[src/rtl/mc_arb_pkg.sv]
// Shared definitions for the MC port arbiter: MC command encodings,
// MC field widths and a constant-evaluable clog2 helper.
package mc_arb_pkg;

    localparam logic [2:0] MC_CMD_RD = 3'd1;
    localparam logic [2:0] MC_CMD_WR = 3'd2;

    localparam int MC_CMD_W  = 3;
    localparam int MC_SCMD_W = 4;
    localparam int MC_VADR_W = 48;
    localparam int MC_SIZE_W = 2;
    localparam int MC_DATA_W = 64;
    localparam int PERF_W    = 32;

    // Ceiling log2; clog2(1) = 0 so a single-requester build still elaborates
    function automatic int clog2(input int value);
        int result;
        int remaining;
        result    = 0;
        remaining = value - 1;
        while (remaining > 0) begin
            result    = result + 1;
            remaining = remaining >> 1;
        end
        return result;
    endfunction

endpackage

[src/rtl/mc_port_arbiter_rr_arbiter.sv]
// Round-robin arbiter: picks the first active request at or above the
// rotating pointer (modulo NUM_REQ) and advances the pointer past the winner.
module rr_arbiter
    import mc_arb_pkg::*;
#(
    parameter int NUM_REQ = 4,
    parameter int ID_W    = clog2(NUM_REQ)
) (
    input  logic               clk,
    input  logic               i_reset,
    input  logic [NUM_REQ-1:0] i_req,
    input  logic               i_en,
    output logic [NUM_REQ-1:0] o_grant,
    output logic [ID_W-1:0]    o_grant_id,
    output logic               o_grant_vld
);

    logic [ID_W-1:0]    r_ptr;
    logic [NUM_REQ-1:0] w_grant;
    logic [ID_W-1:0]    w_grant_id;
    logic               w_found;
    int                 w_idx;

    // Scan requesters starting at the pointer, wrapping at NUM_REQ, first hit wins
    always_comb begin
        w_grant    = '0;
        w_grant_id = '0;
        w_found    = 1'b0;
        w_idx      = 0;
        for (int k = 0; k < NUM_REQ; k++) begin
            w_idx = int'(r_ptr) + k;
            if (w_idx >= NUM_REQ) begin
                w_idx = w_idx - NUM_REQ;
            end
            if (!w_found && i_en && i_req[w_idx]) begin
                w_found        = 1'b1;
                w_grant[w_idx] = 1'b1;
                w_grant_id     = ID_W'(w_idx);
            end
        end
    end

    // Pointer moves to one past the winner on a grant, otherwise holds
    always_ff @(posedge clk) begin
        if (i_reset) begin
            r_ptr <= '0;
        end else if (w_found) begin
            if (int'(w_grant_id) == NUM_REQ - 1) begin
                r_ptr <= '0;
            end else begin
                r_ptr <= w_grant_id + ID_W'(1);
            end
        end
    end

    assign o_grant     = w_grant;
    assign o_grant_id  = w_grant_id;
    assign o_grant_vld = w_found;

endmodule

[src/rtl/mc_port_arbiter.sv]
// Shares one MC request/response port between NUM_REQ requesters.
// Requests are round-robin arbitrated and registered once toward the MC with
// the requester ID prepended to rtnctl; responses are routed back by that ID.
// Optional performance counters are built when MC_ARB_PERF_EN is defined.
module mc_port_arbiter
    import mc_arb_pkg::*;
#(
    parameter int NUM_REQ      = 4,
    parameter int RTNCTL_WIDTH = 32,
    parameter int ID_W         = clog2(NUM_REQ),
    localparam int TW          = RTNCTL_WIDTH - ID_W
) (
    input  logic                           clk,
    input  logic                           i_reset,
    input  logic [NUM_REQ-1:0]             i_req_vld,
    input  logic [MC_CMD_W*NUM_REQ-1:0]    i_req_cmd,
    input  logic [MC_SCMD_W*NUM_REQ-1:0]   i_req_scmd,
    input  logic [MC_VADR_W*NUM_REQ-1:0]   i_req_vadr,
    input  logic [MC_SIZE_W*NUM_REQ-1:0]   i_req_size,
    input  logic [MC_DATA_W*NUM_REQ-1:0]   i_req_data,
    input  logic [TW*NUM_REQ-1:0]          i_req_rtnctl,
    output logic [NUM_REQ-1:0]             o_req_stall,
    output logic [NUM_REQ-1:0]             o_rsp_vld,
    output logic [MC_CMD_W-1:0]            o_rsp_cmd,
    output logic [MC_SCMD_W-1:0]           o_rsp_scmd,
    output logic [MC_DATA_W-1:0]           o_rsp_data,
    output logic [TW-1:0]                  o_rsp_rtnctl,
    input  logic [NUM_REQ-1:0]             i_rsp_stall,
    output logic                           o_mc_rq_vld,
    output logic [MC_CMD_W-1:0]            o_mc_rq_cmd,
    output logic [MC_SCMD_W-1:0]           o_mc_rq_scmd,
    output logic [MC_VADR_W-1:0]           o_mc_rq_vadr,
    output logic [MC_SIZE_W-1:0]           o_mc_rq_size,
    output logic [MC_DATA_W-1:0]           o_mc_rq_data,
    output logic [RTNCTL_WIDTH-1:0]        o_mc_rq_rtnctl,
    input  logic                           i_mc_rq_stall,
    input  logic                           i_mc_rs_vld,
    input  logic [MC_CMD_W-1:0]            i_mc_rs_cmd,
    input  logic [MC_SCMD_W-1:0]           i_mc_rs_scmd,
    input  logic [MC_DATA_W-1:0]           i_mc_rs_data,
    input  logic [RTNCTL_WIDTH-1:0]        i_mc_rs_rtnctl,
    output logic                           o_mc_rs_stall,
`ifdef MC_ARB_PERF_EN
    input  logic                           i_perf_clr,
    output logic [PERF_W*NUM_REQ-1:0]      o_perf_grant_cnt,
    output logic [PERF_W-1:0]              o_perf_stall_cyc,
`endif
    output logic                           o_err_bad_id
);

    logic [NUM_REQ-1:0]      w_grant;
    logic [ID_W-1:0]         w_grant_id;
    logic                    w_grant_vld;
    logic                    w_arb_en;

    logic [MC_CMD_W-1:0]     w_sel_cmd;
    logic [MC_SCMD_W-1:0]    w_sel_scmd;
    logic [MC_VADR_W-1:0]    w_sel_vadr;
    logic [MC_SIZE_W-1:0]    w_sel_size;
    logic [MC_DATA_W-1:0]    w_sel_data;
    logic [TW-1:0]           w_sel_rtnctl;

    logic                    r_mc_rq_vld;
    logic [MC_CMD_W-1:0]     r_mc_rq_cmd;
    logic [MC_SCMD_W-1:0]    r_mc_rq_scmd;
    logic [MC_VADR_W-1:0]    r_mc_rq_vadr;
    logic [MC_SIZE_W-1:0]    r_mc_rq_size;
    logic [MC_DATA_W-1:0]    r_mc_rq_data;
    logic [RTNCTL_WIDTH-1:0] r_mc_rq_rtnctl;

    logic [ID_W-1:0]         w_rs_id;
    logic                    w_rs_id_ok;
    logic [NUM_REQ-1:0]      w_rs_onehot;

    logic [NUM_REQ-1:0]      r_rsp_vld;
    logic [MC_CMD_W-1:0]     r_rsp_cmd;
    logic [MC_SCMD_W-1:0]    r_rsp_scmd;
    logic [MC_DATA_W-1:0]    r_rsp_data;
    logic [TW-1:0]           r_rsp_rtnctl;
    logic                    r_mc_rs_stall;
    logic                    r_err_bad_id;

    // MC backpressure and reset both suppress any grant in the current cycle
    assign w_arb_en = ~i_mc_rq_stall & ~i_reset;

    rr_arbiter #(
        .NUM_REQ (NUM_REQ),
        .ID_W    (ID_W)
    ) u_rr_arbiter (
        .clk         (clk),
        .i_reset     (i_reset),
        .i_req       (i_req_vld),
        .i_en        (w_arb_en),
        .o_grant     (w_grant),
        .o_grant_id  (w_grant_id),
        .o_grant_vld (w_grant_vld)
    );

    assign o_req_stall = ~w_grant;

    // Pick the winning requester's fields out of the flattened request buses
    always_comb begin
        w_sel_cmd    = i_req_cmd   [int'(w_grant_id)*MC_CMD_W  +: MC_CMD_W];
        w_sel_scmd   = i_req_scmd  [int'(w_grant_id)*MC_SCMD_W +: MC_SCMD_W];
        w_sel_vadr   = i_req_vadr  [int'(w_grant_id)*MC_VADR_W +: MC_VADR_W];
        w_sel_size   = i_req_size  [int'(w_grant_id)*MC_SIZE_W +: MC_SIZE_W];
        w_sel_data   = i_req_data  [int'(w_grant_id)*MC_DATA_W +: MC_DATA_W];
        w_sel_rtnctl = i_req_rtnctl[int'(w_grant_id)*TW        +: TW];
    end

    // Single register stage toward the MC; valid pulses once per accepted request
    always_ff @(posedge clk) begin
        if (i_reset) begin
            r_mc_rq_vld    <= 1'b0;
            r_mc_rq_cmd    <= '0;
            r_mc_rq_scmd   <= '0;
            r_mc_rq_vadr   <= '0;
            r_mc_rq_size   <= '0;
            r_mc_rq_data   <= '0;
            r_mc_rq_rtnctl <= '0;
        end else begin
            r_mc_rq_vld <= w_grant_vld;
            if (w_grant_vld) begin
                r_mc_rq_cmd    <= w_sel_cmd;
                r_mc_rq_scmd   <= w_sel_scmd;
                r_mc_rq_vadr   <= w_sel_vadr;
                r_mc_rq_size   <= w_sel_size;
                r_mc_rq_data   <= w_sel_data;
                r_mc_rq_rtnctl <= {w_grant_id, w_sel_rtnctl};
            end
        end
    end

    assign w_rs_id    = i_mc_rs_rtnctl[RTNCTL_WIDTH-1 -: ID_W];
    assign w_rs_id_ok = (int'(w_rs_id) < NUM_REQ);

    // Decode the response ID into a one-hot; out-of-range IDs decode to nothing
    always_comb begin
        w_rs_onehot = '0;
        for (int i = 0; i < NUM_REQ; i++) begin
            w_rs_onehot[i] = i_mc_rs_vld && (int'(w_rs_id) == i);
        end
    end

    // Register routed responses and latch a sticky error on a bad ID
    always_ff @(posedge clk) begin
        if (i_reset) begin
            r_rsp_vld    <= '0;
            r_rsp_cmd    <= '0;
            r_rsp_scmd   <= '0;
            r_rsp_data   <= '0;
            r_rsp_rtnctl <= '0;
            r_err_bad_id <= 1'b0;
        end else begin
            r_rsp_vld <= w_rs_onehot;
            if (i_mc_rs_vld && w_rs_id_ok) begin
                r_rsp_cmd    <= i_mc_rs_cmd;
                r_rsp_scmd   <= i_mc_rs_scmd;
                r_rsp_data   <= i_mc_rs_data;
                r_rsp_rtnctl <= i_mc_rs_rtnctl[TW-1:0];
            end
            if (i_mc_rs_vld && !w_rs_id_ok) begin
                r_err_bad_id <= 1'b1;
            end
        end
    end

    // Any requester stalling backpressures the MC one cycle later
    always_ff @(posedge clk) begin
        if (i_reset) begin
            r_mc_rs_stall <= 1'b0;
        end else begin
            r_mc_rs_stall <= |i_rsp_stall;
        end
    end

`ifdef MC_ARB_PERF_EN
    logic [PERF_W*NUM_REQ-1:0] r_perf_grant_cnt;
    logic [PERF_W-1:0]         r_perf_stall_cyc;

    // Saturating per-requester accept counters; clear beats a same-cycle increment
    always_ff @(posedge clk) begin
        if (i_reset || i_perf_clr) begin
            r_perf_grant_cnt <= '0;
        end else begin
            for (int i = 0; i < NUM_REQ; i++) begin
                if (w_grant[i] && (r_perf_grant_cnt[i*PERF_W +: PERF_W] != '1)) begin
                    r_perf_grant_cnt[i*PERF_W +: PERF_W] <= r_perf_grant_cnt[i*PERF_W +: PERF_W] + PERF_W'(1);
                end
            end
        end
    end

    // Saturating count of cycles where requests wait on MC backpressure
    always_ff @(posedge clk) begin
        if (i_reset || i_perf_clr) begin
            r_perf_stall_cyc <= '0;
        end else if ((|i_req_vld) && i_mc_rq_stall && (r_perf_stall_cyc != '1)) begin
            r_perf_stall_cyc <= r_perf_stall_cyc + PERF_W'(1);
        end
    end

    assign o_perf_grant_cnt = r_perf_grant_cnt;
    assign o_perf_stall_cyc = r_perf_stall_cyc;
`else
`endif

    assign o_mc_rq_vld    = r_mc_rq_vld;
    assign o_mc_rq_cmd    = r_mc_rq_cmd;
    assign o_mc_rq_scmd   = r_mc_rq_scmd;
    assign o_mc_rq_vadr   = r_mc_rq_vadr;
    assign o_mc_rq_size   = r_mc_rq_size;
    assign o_mc_rq_data   = r_mc_rq_data;
    assign o_mc_rq_rtnctl = r_mc_rq_rtnctl;

    assign o_rsp_vld      = r_rsp_vld;
    assign o_rsp_cmd      = r_rsp_cmd;
    assign o_rsp_scmd     = r_rsp_scmd;
    assign o_rsp_data     = r_rsp_data;
    assign o_rsp_rtnctl   = r_rsp_rtnctl;

    assign o_mc_rs_stall  = r_mc_rs_stall;
    assign o_err_bad_id   = r_err_bad_id;

endmodule

[config.mk]
export PLATFORM = sky130hd
export DESIGN_NAME = mc_port_arbiter
export DESIGN_NICKNAME = d
export VERILOG_FILES = /design/src/rtl/mc_arb_pkg.sv /design/src/rtl/mc_port_arbiter_rr_arbiter.sv /design/src/rtl/mc_port_arbiter.sv
export SDC_FILE = /design/constraint.sdc
export NUM_CORES = 1
export LEC_CHECK = 0
export ABC_AREA = 1
export CAP_MARGIN = 30
export CORE_AREA = 2 2 379 381
export CTS_CLUSTER_SIZE = 24
export DETAILED_ROUTE_END_ITERATION = 6
export DIE_AREA = 0 0 381 383
export GPL_ROUTABILITY_DRIVEN = 0
export GPL_TIMING_DRIVEN = 0
export PLACE_DENSITY = 0.39
export SLEW_MARGIN = 20
export SYNTH_ARGS = -nofsm -noshare
export SYNTH_HDL_FRONTEND = slang
export SYNTH_SLANG_ARGS = --single-unit
[constraint.sdc]
create_clock -name clk -period 5.3 [get_ports clk]
set_clock_uncertainty 0.2 [all_clocks]
set_input_delay 1.59 -clock clk [delete_from_list [all_inputs] [get_ports clk]]
set_output_delay 1.59 -clock clk [all_outputs]
set_load 0.02 [all_outputs]
## Word level (Yosys, flattened, before mapping)

Index checks and enable logic that the tools add are counted.

- Reductions and logical operators: 20
- Add/subtract/negate cells: 8
- $mul: 3
- Equality and inequality tests: 4
- Mux-type cells: 37
- Bitwise operators: 7
- Shift operators: 6
- $lt $le $gt $ge: 12

Operator list:

| cell | number |
|---|---|
| 256-bit by 9-bit variable part select with 64-bit output | 1 |
| 192-bit by 9-bit variable part select with 48-bit output | 1 |
| 32-bit by 1-bit greater-or-equal comparator with 1-bit output, second input constant | 4 |
| 32-bit by 4-bit < comparator with 1-bit output, second input constant | 4 |
| 32-bit 2-to-1 mux | 4 |
| 120-bit by 8-bit variable part select with 30-bit output | 1 |
| 32-bit by 4-bit greater-or-equal comparator with 1-bit output, second input constant | 3 |
| 32-bit by 4-bit subtractor with 32-bit output, second input constant | 3 |
| 1-bit 2-to-1 mux | 16 |
| 4-bit 2-to-1 mux | 4 |
| 16-bit by 5-bit variable part select with 4-bit output | 1 |
| 1-bit logical AND | 15 |
| 4-bit bitwise OR | 3 |
| 12-bit by 5-bit variable part select with 3-bit output | 1 |
| 2-bit 2-to-1 mux | 5 |
| 1-bit binary-select mux with 2-bit select | 4 |
| 1-bit demux with 2-bit select | 4 |
| 2-bit by 2-bit multiplier with 4-bit output, second input constant | 2 |
| 8-bit by 4-bit variable part select with 2-bit output | 1 |
| 2-bit by 2-bit adder with 3-bit output, second input constant | 2 |
| 2-bit by 4-bit multiplier with 6-bit output, second input constant | 1 |
| 2-bit by 1-bit == test with 1-bit output, second input constant | 2 |
| 2-bit == test, second input constant | 2 |
| 4-bit NOT | 1 |
| 9 further kinds | 12 |

- Output and inout port bits: 265
- Bits in registers: 262
- Input port bits: 719
- Logic and storage cells: 111

## Depth between registers and ports, before layout

- Depth after elaboration: 21
- Gate-level depth with buffers: 18
- Depth with buffers taken out: 16

## Hierarchy

Synthesis repeated with hierarchy kept, for this count alone.

- Cell total of the unflattened synthesis: 2225
- Area, all modules: 14114.8 um^2

Modules (own cells, without submodules):

| module | seq. area each (um^2) | instances | cells each | area an instance (um^2) |
|---|---|---|---|---|
| mc_port_arbiter | 5205.0 | 1 | 2133 | 13579.3 |
| rr_arbiter | 40.0 | 1 | 92 | 535.5 |

## Worst setup path before layout

Ideal clock, no wire load.

- Path type: input-to-output
- From: input i_req_vld[3]
- To: output o_req_stall[2]
- Arrival time: 2784 ps
- Path buffers: 0
- Stages: 8
- Required time: 3510 ps
- Setup slack: 726 ps
- Cells stage by stage: nand2_1 > nand3_1 > nand2_2 > nand3_1 > inv_1 > nand2_1 > o21ai_0 > a221oi_1

- Word-level cells in the longest chain between the ends: 18
- Elaborated cells on any way between the ends: 33
- Classes of those cells: mux: 19; bitwise: 4; reduce/logical: 10

RTL lines:

| element | line | text |
|---|---|---|
| from (decl) | mc_port_arbiter.sv:15 | `input logic [NUM_REQ-1:0] i_req_vld,` |
| 1-bit binary-select mux with 2-bit select | mc_port_arbiter_rr_arbiter.sv:35 | `if (!w_found && i_en && i_req[w_idx]) begin` |
| 1-bit 2-to-1 mux (implied by the code) (2 in series) | mc_port_arbiter_rr_arbiter.sv:35 |  |
| 1-bit logical AND | mc_port_arbiter_rr_arbiter.sv:35 |  |
| 1-bit 2-to-1 mux | mc_port_arbiter_rr_arbiter.sv:35 |  |
| 1-bit zero test | mc_port_arbiter_rr_arbiter.sv:35 |  |
| 1-bit logical AND (2 in series) | mc_port_arbiter_rr_arbiter.sv:35 |  |
| 1-bit 2-to-1 mux | mc_port_arbiter_rr_arbiter.sv:35 |  |
| 1-bit zero test | mc_port_arbiter_rr_arbiter.sv:35 |  |
| 1-bit logical AND (2 in series) | mc_port_arbiter_rr_arbiter.sv:35 |  |
| 1-bit 2-to-1 mux | mc_port_arbiter_rr_arbiter.sv:35 |  |
| 1-bit zero test | mc_port_arbiter_rr_arbiter.sv:35 |  |
| 1-bit logical AND (2 in series) | mc_port_arbiter_rr_arbiter.sv:35 |  |
| 4-bit 2-to-1 mux (*) | mc_port_arbiter_rr_arbiter.sv:35 |  |
| 4-bit NOT (*) | mc_port_arbiter.sv:99 | `assign o_req_stall = ~w_grant;` |
| to (decl) | mc_port_arbiter.sv:22 | `output logic [NUM_REQ-1:0] o_req_stall,` |

Every way passes the cells marked *; elsewhere a longest branch is shown, timed or not. The select of a mux whose other input is x is not followed.

## Worst setup path in the final report

- From: input i_req_vld[0]
- To: output o_req_stall[0]

Same word-level chain as after synthesis.

==> out/results.ini <==
[timing]
worst_pin_slew_ps = 938.7
worst_slack_ps = 78.99
slew_violations = 0
hold_viol_final = 0
fin_setup_tns_ps = 0
setup_viol = 0
rsz0062_at_grt = yes
fin_crit_ps = 5221
fmax_ghz = 0.1915
relSlewSlack_pct = 37.42
finalCritPeriodShare_pct = 98.51

[layout]
areaGrowthSynthToFinish_pct = 80.08
drive_above_1_share_pct = 7.055
fill_cells = 16468
final_nets = 4751

[clock_network]
cts_setup_buffers = 0
numCtsBuffers = 40
clk_pin_slew_ps = 50
insertion_delay_ps = 590
cts_resized = 13
clockBufferDepth = 3
ctsRootBufferMaster = clkbuf_16
clock-sinks = 262
holdBufCountCts = 0
h-tree-depth = 2
cts_tree = yes

[yosys]
ys_warn_count = 0
synth-seq-cells = 262
syn_area_um2 = 17060
synth_top_cell_by_area = dfxtp_1
synth_cell_types = 28
synth_top_area_share_pct = 30.75
syn_nets = 3727
yosysSeqAreaShare_pct = 30.75
yosys-top-cells-area = dfxtp_1 (31%), nand3_1 (18%), nand2_1 (17%)
synthCells = 3000
synth.avg_cell_area_um2 = 5.685

[placement]
io_buffers = 981
dp_slack_ps = -664.2
place_hpwl_mm = 107.8

[worst_setup_path]
crit_fanout = 6
critPathKind = input pin to output pin
endpoint_kind = output pin
cp-start-kind = input pin
cp.required_ps = 3510
crit_arrival_ps = 3430

[job]
cap_violations = 0

[pwr]
p_per_area_nw_per_um2 = 493.6
clkPwrFrac_pct = 18.8
leakage_nw = 15.13
ir_drop_v = 0.0002049
internal_power_w = 0.007502
pwr-share-seq_pct = 18.9
sw_frac_of_total_pct = 50.52
pwr-share-comb_pct = 62.3
p_sw_w = 0.007659

[detailed_routing]
num_vias = 22811
totalWireLength_mm = 131.1
remaining_drc_errors = 0
postRouteAntennaNets = 0
vias_per_cell = 3.822
drt_iter0_markers = 1221
drt-pass1-iter-count = 5
wl_per_cell_um = 21.97

[die]
die_height_um = 383
die-width_um = 381
rows = 139
initial_core_util_pct = 11.99
coreArea_um2 = 142300
fp.dieArea_um2 = 145900
io_pins = 984

[status]
outcome = complete, no violations

[global_routing]
gr-usage-met1_pct = 20.57
grt_antenna_before_repair = 36
grt-ovfl-total = 0
use_met2_pct = 30.09
grt_util_met3_pct = 4.571
busiest_layer = met2
grt_max_degree = 14
grt_pass1_wl_mm = 176.4
grt.total_usage_pct = 17.18
grt_pass1_vias = 22632

[min_path]
worstHoldPathType = register to register

cells in the mapped netlist:
cell and number:
a211oi_1 1, a21oi_1 6, a221oi_1 2, buf_1 12, buf_2 83, buf_4 15, buf_6 13, clkbuf_1 93
conb_1 1, dfxtp_1 262, ha_1 8, inv_1 541, inv_2 82, nand2_1 782, nand2_2 6, nand2_4 2
nand3_1 617, nand3_2 1, nand4_2 1, nand4_4 1, nor2_1 205, nor2_2 2, nor2_4 1, nor3_1 4
nor4_1 1, o21ai_0 255, o21ai_1 1, o221ai_1 2
layout make-up:
type                       count  area, µm²  area share, %
multi-input combinational   1899       8427          27.43
buffer                       216       1076          3.503
clock buffer                  57       1175          3.825
timing repair buffer         982       9819          31.97
clock inverter                15      224.0         0.7292
tap                         1903       2381          7.752
antenna                       12      30.03        0.09776
inverter                     623       2338          7.613
sequential                   262       5245          17.08
power by group through the flow:
stage | clock [W] | sequential (W) | combinational (W)
2_1_floorplan | 0 | 0.00352 | 0.00422
3_3_place_gp | 0 | 0.00288 | 0.00960
3_5_place_dp | 0 | 0.00290 | 0.00958
4_1_cts | 0.00299 | 0.00287 | 0.00962
5_1_grt | 0.00305 | 0.00293 | 0.0103
6_report | 0.00285 | 0.00286 | 0.00945
worst paths after layout:
check               endpoint  cells after the start                  start  slack (ps)
max           o_req_stall[0]                      8           i_req_vld[0]          80
min           o_rsp_data[33]                      2         o_rsp_data[33]         290
max reg2reg  o_mc_rq_scmd[2]                     16  u_rr_arbiter.r_ptr[1]         640
min reg2reg   o_rsp_data[33]                      2         o_rsp_data[33]         290
kinds of logic after synthesis:
family	after synthesis	share of synthesized area [%]
and+or+nand+nor	1623	40.73
buffers and inverters	839	19.98
AOI/OAI and AO/OA	267	7.937
DFF	262	30.75
adders and majority gates	8	0.5869
other	1	0.02199
per-stage QoR:
step	instance area, µm²	util (%)	hold slack, ps	cells	total power (W)
after floorplan	17060	-	330.2	3000	0.007736
after global placement	29260	20.57	253.9	5884	0.01249
after detailed placement	29260	20.57	262.5	5884	0.01248
after CTS	30670	21.56	272.0	5956	0.01547
after global routing	30700	21.58	299.3	5961	0.01628
final	30720	21.59	293.3	5969	0.01516
sequential cells by signal, summed over array words and instances, names as in the netlist:
| name | cells |
|---|---|
| o_rsp_cmd | 3 |
| o_mc_rq_data | 64 |
| u_rr_arbiter.r_ptr | 2 |
| o_mc_rq_cmd | 3 |
| o_mc_rq_vadr | 48 |
| o_rsp_rtnctl | 30 |
| o_mc_rq_size | 2 |
| o_rsp_data | 64 |
| o_rsp_scmd | 4 |
| o_mc_rq_scmd | 4 |
| o_rsp_vld | 4 |
| o_mc_rq_vld | 1 |
| o_mc_rs_stall | 1 |
| o_mc_rq_rtnctl | 32 |
critical path: stages:
cell	delay, ps
clkdlybuf4s50_1	520
nand2_1	100
nand3_1	180
nand2_2	110
nand4_2	190
o221ai_1	130
a21oi_1	170
dlygate4sd2_1	440
placed cells by master, fill, tap and decap left out, drive strengths merged, types with 12 or more instances in the layout:
master | synthesis | final
clkdlybuf4s50 | 0 | 976
nand2 | 790 | 790
inv | 623 | 625
nand3 | 618 | 618
dfxtp | 262 | 262
o21ai | 256 | 256
nor2 | 208 | 208
clkbuf | 93 | 151
buf | 123 | 125
diode | 0 | 12
metal layers:
metal  vias up  part of all wire [%]  wire length (µm)
met4        22                   2.7              3518
met3       141                   7.3              9627
met1     10618                    41             53780
met5         -                  0.13               164
li1      11212                     -                 -
met2       818                    49             64030
(Power assumes the default switching activity.)
